==> src/rtl/vga_fb_arbiter.sv <==
`default_nettype none
// ============================================================================
// Module   : vga_fb_arbiter
// Purpose  : Shares one single-port synchronous frame-buffer RAM between a
//            pixel fetch engine and a host port. The RAM has a read latency of
//            one cycle.
//            - The pixel requester has fixed priority.
//            - A starvation counter forces one host slot after STARVE_LIMIT
//              consecutive pixel wins while a host access is waiting.
//            - All RAM command outputs are registered.
// Ports    : clk, arst_n            - clock, asynchronous active-low reset
//            pix_req/addr/gnt       - pixel read request; grant is combinational
//            pix_rvalid/rdata       - pixel read return, two cycles after grant
//            host_req/we/addr/wdata - host request, taken while host_ready_o=1
//            host_ready/ack/rdata   - host holding-register status, ack pulse
//                                     and registered read data
//            mem_en/we/addr/wdata   - registered RAM command
//            mem_rdata_i            - RAM read data
//            pix_stall_cnt_o        - pixel stall statistics
// Config   : VGA_FB_ARB_STATS_EN - when defined, a 16-bit saturating counter
//            of pixel stall cycles drives pix_stall_cnt_o. Otherwise the
//            output is tied to zero.
// Revision : 1.0 - initial release
// ============================================================================
module vga_fb_arbiter #(
    parameter int ADDR_W       = 16,
    parameter int DATA_W       = 32,
    parameter int STARVE_LIMIT = 8
) (
    input  logic              clk,
    input  logic              arst_n,
    input  logic              pix_req_i,
    input  logic [ADDR_W-1:0] pix_addr_i,
    output logic              pix_gnt_o,
    output logic              pix_rvalid_o,
    output logic [DATA_W-1:0] pix_rdata_o,
    input  logic              host_req_i,
    input  logic              host_we_i,
    input  logic [ADDR_W-1:0] host_addr_i,
    input  logic [DATA_W-1:0] host_wdata_i,
    output logic              host_ready_o,
    output logic              host_ack_o,
    output logic [DATA_W-1:0] host_rdata_o,
    output logic              mem_en_o,
    output logic              mem_we_o,
    output logic [ADDR_W-1:0] mem_addr_o,
    output logic [DATA_W-1:0] mem_wdata_o,
    input  logic [DATA_W-1:0] mem_rdata_i,
    output logic [15:0]       pix_stall_cnt_o
);

    localparam int                    C_STARVE_W   = $clog2(STARVE_LIMIT + 1);
    localparam logic [C_STARVE_W-1:0] C_STARVE_MAX = C_STARVE_W'(STARVE_LIMIT);

    typedef enum logic [1:0] {
        H_IDLE    = 2'd0,
        H_WAIT    = 2'd1,
        H_ISSUED  = 2'd2,
        H_CAPTURE = 2'd3
    } host_state_t;

    host_state_t             r_state;
    host_state_t             w_state_nxt;
    logic [C_STARVE_W-1:0]   r_starve_cnt;
    logic                    r_host_we;
    logic [ADDR_W-1:0]       r_host_addr;
    logic [DATA_W-1:0]       r_host_wdata;
    logic                    r_host_ack;
    logic [DATA_W-1:0]       r_host_rdata;
    logic                    r_mem_en;
    logic                    r_mem_we;
    logic [ADDR_W-1:0]       r_mem_addr;
    logic [DATA_W-1:0]       r_mem_wdata;
    logic                    r_pix_inflight;
    logic                    r_pix_rvalid;
    logic                    w_host_accept;
    logic                    w_host_issue;
    logic                    w_starved;
    logic                    w_pix_gnt;

    // ------------------------------------------------------------------
    // Host FSM next state and arbitration decision
    // ------------------------------------------------------------------
    always_comb begin
        w_state_nxt   = r_state;
        w_host_accept = 1'b0;
        w_host_issue  = 1'b0;
        w_starved     = (r_state == H_WAIT) && (r_starve_cnt == C_STARVE_MAX);
        case (r_state)
            H_IDLE: begin
                if (host_req_i) begin
                    w_host_accept = 1'b1;
                    w_state_nxt   = H_WAIT;
                end
            end
            H_WAIT: begin
                if (!pix_req_i || w_starved) begin
                    w_host_issue = 1'b1;
                    w_state_nxt  = H_ISSUED;
                end
            end
            H_ISSUED:  w_state_nxt = H_CAPTURE;
            H_CAPTURE: w_state_nxt = H_IDLE;
            default:   w_state_nxt = H_IDLE;
        endcase
        // A host issue only ever happens when the pixel is not granted, so the
        // two RAM command sources never collide.
        w_pix_gnt = pix_req_i && !w_starved;
    end

    always_ff @(posedge clk or negedge arst_n) begin
        if (!arst_n) begin
            r_state <= H_IDLE;
        end else begin
            r_state <= w_state_nxt;
        end
    end

    // ------------------------------------------------------------------
    // Host holding register, starvation counter and completion
    // ------------------------------------------------------------------
    always_ff @(posedge clk or negedge arst_n) begin
        if (!arst_n) begin
            r_host_we    <= 1'b0;
            r_host_addr  <= '0;
            r_host_wdata <= '0;
            r_starve_cnt <= '0;
            r_host_ack   <= 1'b0;
            r_host_rdata <= '0;
        end else begin
            if (w_host_accept) begin
                r_host_we    <= host_we_i;
                r_host_addr  <= host_addr_i;
                r_host_wdata <= host_wdata_i;
            end
            // Counts pixel wins while the host waits, starting from zero
            // for each new host access.
            if (w_host_accept) begin
                r_starve_cnt <= '0;
            end else if (r_state == H_WAIT && !w_host_issue
                         && r_starve_cnt != C_STARVE_MAX) begin
                r_starve_cnt <= r_starve_cnt + C_STARVE_W'(1);
            end
            r_host_ack <= (r_state == H_CAPTURE);
            if (r_state == H_CAPTURE && !r_host_we) begin
                r_host_rdata <= mem_rdata_i;
            end
        end
    end

    // ------------------------------------------------------------------
    // Registered RAM command and pixel return pipeline
    // ------------------------------------------------------------------
    always_ff @(posedge clk or negedge arst_n) begin
        if (!arst_n) begin
            r_mem_en       <= 1'b0;
            r_mem_we       <= 1'b0;
            r_mem_addr     <= '0;
            r_mem_wdata    <= '0;
            r_pix_inflight <= 1'b0;
            r_pix_rvalid   <= 1'b0;
        end else begin
            if (w_host_issue) begin
                r_mem_en    <= 1'b1;
                r_mem_we    <= r_host_we;
                r_mem_addr  <= r_host_addr;
                r_mem_wdata <= r_host_wdata;
            end else if (w_pix_gnt) begin
                r_mem_en   <= 1'b1;
                r_mem_we   <= 1'b0;
                r_mem_addr <= pix_addr_i;
            end else begin
                r_mem_en <= 1'b0;
                r_mem_we <= 1'b0;
            end
            // Grant in N, RAM enable in N+1, data back in N+2.
            r_pix_inflight <= w_pix_gnt;
            r_pix_rvalid   <= r_pix_inflight;
        end
    end

    assign pix_gnt_o    = w_pix_gnt;
    assign pix_rvalid_o = r_pix_rvalid;
    assign pix_rdata_o  = mem_rdata_i;
    assign host_ready_o = (r_state == H_IDLE);
    assign host_ack_o   = r_host_ack;
    assign host_rdata_o = r_host_rdata;
    assign mem_en_o     = r_mem_en;
    assign mem_we_o     = r_mem_we;
    assign mem_addr_o   = r_mem_addr;
    assign mem_wdata_o  = r_mem_wdata;

    // ------------------------------------------------------------------
    // Optional pixel stall statistics
    // ------------------------------------------------------------------
`ifdef VGA_FB_ARB_STATS_EN
    logic [15:0] r_stall_cnt;

    always_ff @(posedge clk or negedge arst_n) begin
        if (!arst_n) begin
            r_stall_cnt <= 16'h0000;
        end else if (pix_req_i && !w_pix_gnt && r_stall_cnt != 16'hFFFF) begin
            r_stall_cnt <= r_stall_cnt + 16'd1;
        end
    end

    assign pix_stall_cnt_o = r_stall_cnt;
`else
    assign pix_stall_cnt_o = 16'h0000;
`endif

endmodule
`default_nettype wire

==> config.mk <==
export PLATFORM = sky130hd
export DESIGN_NAME = vga_fb_arbiter
export DESIGN_NICKNAME = d
export VERILOG_FILES = /design/src/rtl/vga_fb_arbiter.sv
export SDC_FILE = /design/constraint.sdc
export NUM_CORES = 1
export LEC_CHECK = 0
export ABC_CLOCK_PERIOD_IN_PS = 4000
export CAP_MARGIN = 20
export CORE_UTILIZATION = 25
export DETAILED_ROUTE_END_ITERATION = 16
export PLACE_DENSITY_LB_ADDON = 0.3
export SYNTH_ARGS = -nofsm -noshare
export SYNTH_HDL_FRONTEND = slang
export SYNTH_SLANG_ARGS = --single-unit
==> constraint.sdc <==
create_clock -name clk -period 4 [get_ports clk]
set_input_delay 0.4 -clock clk [delete_from_list [all_inputs] [get_ports clk]]
set_output_delay 0.4 -clock clk [all_outputs]
set_load 0.05 [all_outputs]
; Word level (Yosys, flattened, before mapping)
; Cells that the tools add are included.
[word_totals]
input_bits = 101
reg_bits = 140
word_cells = 49
[op_classes]
n_eq_ne = 7
reduce_logical = 14
n_mux = 14
addsub = 1
[ops]
columns = cell, count
row1 = 16-bit 2-to-1 mux, 2
row2 = 4-bit 2-to-1 mux, 2
row3 = 2-bit one-hot mux with 4 select lines, 1
row4 = 1-bit 2-to-1 mux, 7
row5 = 1-bit logical AND, 5
row6 = 4-bit by 1-bit adder with 4-bit output (second input constant), 1
row7 = 2-bit == test (second input constant), 2
row8 = 4-bit == test (second input constant), 1
row9 = 1-bit logical NOT, 4
row10 = 2-bit 2-to-1 mux, 2
row11 = 4-bit != test (second input constant), 1
row12 = 2-bit nonzero test, 2
row13 = 2-bit by 1-bit == test with 1-bit output (second input constant), 1
row14 = 2-bit logical NOT, 1
row15 = 2-bit by 1-bit != test with 1-bit output (second input constant), 1
row16 = 2-bit != test (second input constant), 1
row17 = 2-bit AND reduction, 1
row18 = 1-bit logical OR, 1

; Longest topological paths before layout
; Gate-level depths: netlist of the first run.
[depth]
word_depth = 10
ltp_mapped = 7
depth_no_buf = 5

; Worst setup path after synthesis of the first run
; OpenSTA, ideal clock, no wires.
[synth_timing]
path_type = register to register
startpoint = register r_state[0]
endpoint = register r_host_addr[0]
synth_period_minus_slack_ns = 1.999
setup_time_ns = 0.125
n_path_buf = 2
required_ns = 3.875
t_arrival_ns = 1.874
path_stages_with_launch = 7
slack_ns = 2.001
cell_sequence = dfrtp_1 -> inv_1 -> ha_1 -> and2_1 -> buf_2 -> buf_2 -> mux2_2
[synth_between]
elab_chain_cells = 2
[synth_rtl]
columns = element, line
row1 = from (decl), 62  ; host_state_t r_state;
row2 = from (signal assigned), 115  ; r_state <= w_state_nxt;
row3 = 2-bit logical NOT, -
row4 = named net host_ready_o, 41  ; output logic host_ready_o,
row5 = 1-bit 2-to-1 mux, 89  ; case (r_state)
row6 = to (signal assigned), 133  ; r_host_addr <= host_addr_i;
row7 = to (decl), 66  ; logic [ADDR_W-1:0] r_host_addr;
; The timed path passes the listed nets, and every way through them passes these cells.
; A chain may end at the register's enable or synchronous reset.

; Worst setup path after layout of the first run
[layout_timing]
startpoint = register r_state[1]
endpoint = output port pix_gnt_o
[layout_between]
elab_chain_cells = 4
[layout_rtl]
columns = element, line
row1 = 2-bit by 1-bit == test with 1-bit output, 88  ; w_starved = (r_state == H_WAIT) && (r_starve_cnt == C_STARVE_MAX);
row2 = 1-bit logical AND, 88
row3 = 1-bit logical NOT, 108  ; w_pix_gnt = pix_req_i && !w_starved;
row4 = 1-bit logical AND, 108
row5 = to (decl), 34  ; output logic pix_gnt_o,
; No other way between the ends.

==> impl_metrics.env, run 1 <==
export IMPL_ys_warn_count=0
export IMPL_dp_cells=886
export IMPL_synth_top_cell_by_area="dfrtp_1"
export IMPL_setup_slack_ps=668
export IMPL_fin_crit_sh_pct=83.3
export IMPL_use_met1_pct=13.0
export IMPL_critPathArrivalTime_ps=2930
export IMPL_cp_max_fo=20
export IMPL_path_cells="inv_1 > ha_1 > buf_4 > inv_1 > o21ai_4 > inv_1 > clkdlybuf4s50_1"
export IMPL_ctsResizeCount=0
export IMPL_placed_area_mm2=0.00815
export IMPL_yosysSeqAreaShare_pct=59.0
export IMPL_die_w_um=156
export IMPL_clock_sinks=140
export IMPL_synth_most_common_cell="mux2_2"
export IMPL_hold_viol_final=3
export IMPL_hpwl_um=9550
export IMPL_die_area_mm2=0.0244
export IMPL_routabilityCongestion=0.696
export IMPL_avgSynthCellArea_um2=15.1
export IMPL_post_drt_wl_per_cell_um=14.5
export IMPL_path_delay_family="buffers and inverters"
export IMPL_diodes=0
export IMPL_synthTopCellsByArea="dfrtp_1 (59%), mux2_2 (27%), buf_4 (6.2%)"
export IMPL_clk_insertion_delay_late_ps=420
export IMPL_setup_viol=0
export IMPL_grt_pass1_vias=4001
export IMPL_port_buffers=218
export IMPL_slew_viol_final=0
export IMPL_syn_area_mm2=0.00594
export IMPL_vias=3683
export IMPL_drt_iter0_drc=109
export IMPL_synth_ff_type="dfrtp_1"
export IMPL_run_status="complete, but fails checks"
export IMPL_leakage_nw=3.60
export IMPL_clockBufferDepth=2
export IMPL_use_met2_pct=19.9
export IMPL_rows=56
export IMPL_routed_wl_um=13300
export IMPL_antenna_found_initial=0
export IMPL_setup_tns_final_ps=0
export IMPL_busiest_layer="met2"
export IMPL_cpPeakStageDelay_ps=730
export IMPL_end_kind="primary output"
export IMPL_grtUsageMet3_pct=3.50
export IMPL_synth_edf_count=0
export IMPL_firstDrtPassIters=4
export IMPL_cts_root_buf="clkbuf_16"
export IMPL_violations="negative hold slack"
export IMPL_crit_type="register to primary output"
export IMPL_layout_drive_gt1_share_pct=31.1
export IMPL_hold_class="input port to asynchronous set/reset pin"
export IMPL_synth_top_cell_area_share_pct=59.0
export IMPL_syn_instance_count=393
export IMPL_fin_crit_ps=3330
export IMPL_hold_slack_ps=-7.67
export IMPL_worst_pin_slew_ps=956
export IMPL_ys_types=27
export IMPL_final_util_pct=37.5
export IMPL_syn_to_final_growth_pct=47.7
export IMPL_clk_pin_slew_ps=60
export IMPL_relSlewSlack_pct=36.1
export IMPL_grt_use_total_pct=11.4
export IMPL_layout_nets=694
export IMPL_drtAntennaViolNets=0
export IMPL_die_y_um=156
export IMPL_rsz0062_at_grt="no"
export IMPL_powerDensity_mw_per_mm2=907
export IMPL_vias_per_cell=4.01
export IMPL_path_buf_inv=5
export IMPL_clock_fmax_mhz=300
export IMPL_grt_pass1_wl_um=21100
export IMPL_cp_slowest_cell="clkdlybuf4s50_1"
export IMPL_core_area_mm2=0.0234
export IMPL_fin_area_mm2=0.00877
export IMPL_synth_commonest_cells="mux2_2 (142), dfrtp_1 (140), buf_4 (49)"
export IMPL_htree_levels=4
export IMPL_fin_cells=918
export IMPL_ys_ff_latch=140
export IMPL_r2r_cells=7
export IMPL_path_depth=7
export IMPL_initial_core_util_pct=25.4
export IMPL_cts_setup_buffers=0
export IMPL_dpl_worst_slack_ps=1070
export IMPL_startpoint_type="register"
export IMPL_total_power_mw=7.96
export IMPL_synthArstFlopShare_pct=100
export IMPL_cts_tree="yes"
export IMPL_cts_buffers=17
export IMPL_io_pin_count=235
export IMPL_maxCapViolations=0
export IMPL_overflow=0
export IMPL_grt_max_degree=73
export IMPL_critPathMostFrequentCell="inv_1"
export IMPL_hold_buffers=0
export IMPL_vdd_ir_drop_max_v=0.000308
export IMPL_cp_required_ps=3600
export IMPL_drc=0
export IMPL_finClkSkew_ps=8.05
-- report_power, final --
part	switching [mW]	internal, mW	total, mW
clock	0.662	1.01	1.67
combinational	2.25	1.59	3.84
sequential	0.345	2.10	2.45
-- flip-flops by register name (all words and copies together), names as in the netlist, 2 cells and up --
| name | count |
|---|---|
| mem_addr_o | 16 |
| mem_wdata_o | 32 |
| r_host_wdata | 32 |
| host_rdata_o | 32 |
| r_state | 2 |
| r_starve_cnt | 4 |
| r_host_addr | 16 |
-- final timing paths --
kind | slack, ps | endpoint | start
max reg2reg | 1310 | mem_wdata_o[17] | r_state[1]
min | -8 | host_rdata_o[17] | arst_n
min reg2reg | 360 | pix_rvalid_o | r_pix_inflight
max in group asynchronous | 2980 | host_rdata_o[22] | arst_n
min in group clk | 360 | pix_rvalid_o | r_pix_inflight
max | 670 | pix_gnt_o | r_state[1]
-- cell usage in the layout, fill, tap and decap left out, types with 3 or more instances in the layout --
master	n
a21oi_1	3
buf_4	5
bufinv_16	3
clkbuf_16	17
clkdlybuf4s50_1	217
clkinvlp_4	5
conb_1	16
dfrtp_1	140
ha_1	7
inv_1	8
inv_6	4
mux2_1	4
mux2_2	142
nand2_1	3
o21ai_0	3
-- routing by layer --
layer | up-vias | routed length [um]
li1 | 1690 | -
met1 | 1808 | 5530
met2 | 168 | 6500
met3 | 17 | 1120
met4 | 0 | 190
met5 | - | 0
-- final cells by class --
| class | count | area, um2 |
|---|---|---|
| Multi-Input combinational cell | 196 | 1990 |
| Clock buffer | 18 | 439 |
| Tap cell | 319 | 399 |
| Fill cell | 2283 | 14600 |
| Sequential cell | 140 | 3500 |
| Inverter | 8 | 30.0 |
| Timing Repair Buffer | 223 | 2220 |
| Clock inverter | 14 | 183 |
-- cell families after synthesis --
group	share of synthesized area [%]
compound gates	1.16
fa+ha+maj	1.48
buf+inv	8.47
flops	59.0
mux	28.0
other cells	0.0632
simple gates	1.77
Power figures use the tool's default switching activity.
==> inputs of run 2 (changes only) <==
--- a/config.mk
+++ b/config.mk
@@ -5,7 +5,7 @@
 export SDC_FILE = /design/constraint.sdc
 export NUM_CORES = 1
 export LEC_CHECK = 0
-export ABC_CLOCK_PERIOD_IN_PS = 4000
+export ABC_CLOCK_PERIOD_IN_PS = 2700
 export CAP_MARGIN = 20
 export CORE_UTILIZATION = 25
 export DETAILED_ROUTE_END_ITERATION = 16
==> constraint.sdc (replaced) <==
create_clock -name clk -period 2.7 [get_ports clk]
set_input_delay 0.27 -clock clk [delete_from_list [all_inputs] [get_ports clk]]
set_output_delay 0.27 -clock clk [all_outputs]
set_load 0.05 [all_outputs]
==> run 2 against run 1 <==
Net effect: the run now ends clean; sequential power increased by 48%; non-clock buffer count increased by 3; die area unchanged; final area increased by 0.51%; via count decreased by 0.41%; count of clock-buffer cells in the layout increased by 2; cell count increased by 0.11%; first-iteration DRC count decreased by 17%; sequential share of layout area decreased by 0.20 points.
==> impl_metrics.env, run 2 (same netlist as run 1, synthesis figures left out) <==
export IMPL_run_status="complete, no violations"
export IMPL_path_delay_family="compound AO/OA/AOI/OAI gates"
export IMPL_clk_insertion_delay_late_ps=400
export IMPL_drt_iter0_drc=91
export IMPL_worst_pin_slew_ps=612
export IMPL_path_buf_inv=3
export IMPL_leakage_nw=3.64
export IMPL_layout_drive_gt1_share_pct=31.2
export IMPL_slew_viol_final=0
export IMPL_die_y_um=156
export IMPL_die_w_um=156
export IMPL_grt_pass1_wl_um=20500
export IMPL_maxCapViolations=0
export IMPL_clock_fmax_mhz=421
export IMPL_cpPeakStageDelay_ps=500
export IMPL_clockBufferDepth=2
export IMPL_crit_type="register to primary output"
export IMPL_regArea_mm2=0.00350
export IMPL_end_kind="primary output"
export IMPL_finClkSkew_ps=7.08
export IMPL_routed_wl_um=12900
export IMPL_setup_viol=0
export IMPL_drc=0
export IMPL_dpl_worst_slack_ps=605
export IMPL_critPathMostFrequentCell="inv_1"
export IMPL_setup_slack_ps=324
export IMPL_cp_required_ps=2430
export IMPL_grt_max_degree=66
export IMPL_setup_tns_final_ps=0
export IMPL_firstDrtPassIters=3
export IMPL_relSlewSlack_pct=59.2
export IMPL_routabilityCongestion=0.694
export IMPL_vias=3668
export IMPL_rsz0062_at_grt="no"
export IMPL_cts_root_buf="clkbuf_16"
export IMPL_critPathArrivalTime_ps=2110
export IMPL_powerDensity_mw_per_mm2=1330
export IMPL_fin_crit_sh_pct=88.0
export IMPL_total_power_mw=11.7
export IMPL_clk_pin_slew_ps=60
export IMPL_multi_input_area_mm2=0.00199
export IMPL_fillers=2271
export IMPL_vias_per_cell=3.99
export IMPL_clock_sinks=140
export IMPL_hold_viol_final=0
export IMPL_hold_class="register to register"
export IMPL_hold_buffers=1
export IMPL_syn_to_final_growth_pct=48.5
export IMPL_post_drt_wl_per_cell_um=14.1
export IMPL_layout_nets=697
export IMPL_startpoint_type="register"
export IMPL_htree_levels=4
export IMPL_rows=56
export IMPL_final_common_cell="clkdlybuf4s50_1"
export IMPL_grt_use_total_pct=11.0
export IMPL_layout_common_cells="clkdlybuf4s50_1 (216), mux2_2 (142), dfrtp_1 (140)"
export IMPL_io_pin_count=235
export IMPL_drtAntennaViolNets=0
export IMPL_core_area_mm2=0.0234
export IMPL_cts_setup_buffers=0
export IMPL_diodes=0
export IMPL_die_area_mm2=0.0244
export IMPL_cts_buffers=17
export IMPL_fin_crit_ps=2380
export IMPL_cp_max_fo=17
export IMPL_cts_tree="yes"
export IMPL_grt_pass1_vias=3930
export IMPL_vdd_ir_drop_max_v=0.000574
export IMPL_antenna_found_initial=0
export IMPL_ctsResizeCount=0
export IMPL_overflow=0
export IMPL_path_cells="inv_1 > ha_1 > nand3b_4 > o21ai_4 > inv_1 > buf_4"
export IMPL_initial_core_util_pct=25.4
export IMPL_cp_slowest_cell="o21ai_4"
export IMPL_port_buffers=218
export IMPL_hpwl_um=9360
-- run 2: changes by cell type in the layout (fill, tap and decap cells not counted) --
cell             change
clkbuf_8             +2
inv_6                -3
clkinv_4             +2
dlygate4sd3_1        +1
buf_12               +3
clkinv_2             +3
clkdlybuf4s50_1      -1
clkinvlp_4           -5
inv_8                -1
-- run 2: area by class of cell --
type	count	share of cell area, %
sequential	140	39.7
timing repair buffer	226	25.9
multi-input combinational	196	22.6
clock buffer	20	5.29
tap	319	4.53
clock inverter	10	1.59
inverter	8	0.341
-- run 2: layer usage --
metal | GRT usage, % | share of wire [%] | wire (um) | up-vias
met4 | 3.36 | 0.92 | 119 | 0
met1 | 12.5 | 41 | 5290 | 1805
met5 | 0 | 0 | 0 | -
met3 | 3.61 | 7.7 | 997 | 8
li1 | - | - | - | 1687
met2 | 19.6 | 50 | 6530 | 168
-- run 2: power by group --
| group | internal, mW | switching (mW) |
|---|---|---|
| Combinational | 2.39 | 3.33 |
| Clock | 1.52 | 0.871 |
| Sequential | 3.12 | 0.514 |
-- run 2: worst paths after layout --
path / start / end / slack [ps] / cells after the start
max in group asynchronous: arst_n / r_host_wdata[16] / 1500 / 3
max: r_starve_cnt[0] / pix_gnt_o / 320 / 6
max reg2reg: r_state[0] / r_host_wdata[7] / 690 / 5
min in group asynchronous: arst_n / host_rdata_o[17] / 420 / 2
min: r_pix_inflight / pix_rvalid_o / 350 / 0
min reg2reg: r_pix_inflight / pix_rvalid_o / 350 / 0
-- run 2: worst register-to-register path, delay by kind of cell, from the launching register on --
| family | cells | cell delay [ps] |
|---|---|---|
| buf+inv | 2 | 390 |
| mux | 1 | 360 |
| fa+ha+maj | 1 | 210 |
| flops | 1 | 400 |
| simple gates | 1 | 530 |
-- run 2: metrics by stage --
| stage | cells | utilization, % | area [um2] | hold WS [ps] |
|---|---|---|---|---|
| 3_5_place_dp | 888 | 35.0 | 8200 | 302 |
| 3_3_place_gp | 888 | 35.0 | 8200 | 298 |
| 2_1_floorplan | 408 | - | 5990 | -25.6 |
| 4_1_cts | 919 | 37.7 | 8810 | 350 |
| 5_1_grt | 919 | 37.7 | 8810 | 359 |
| 6_report | 919 | 37.7 | 8810 | 348 |
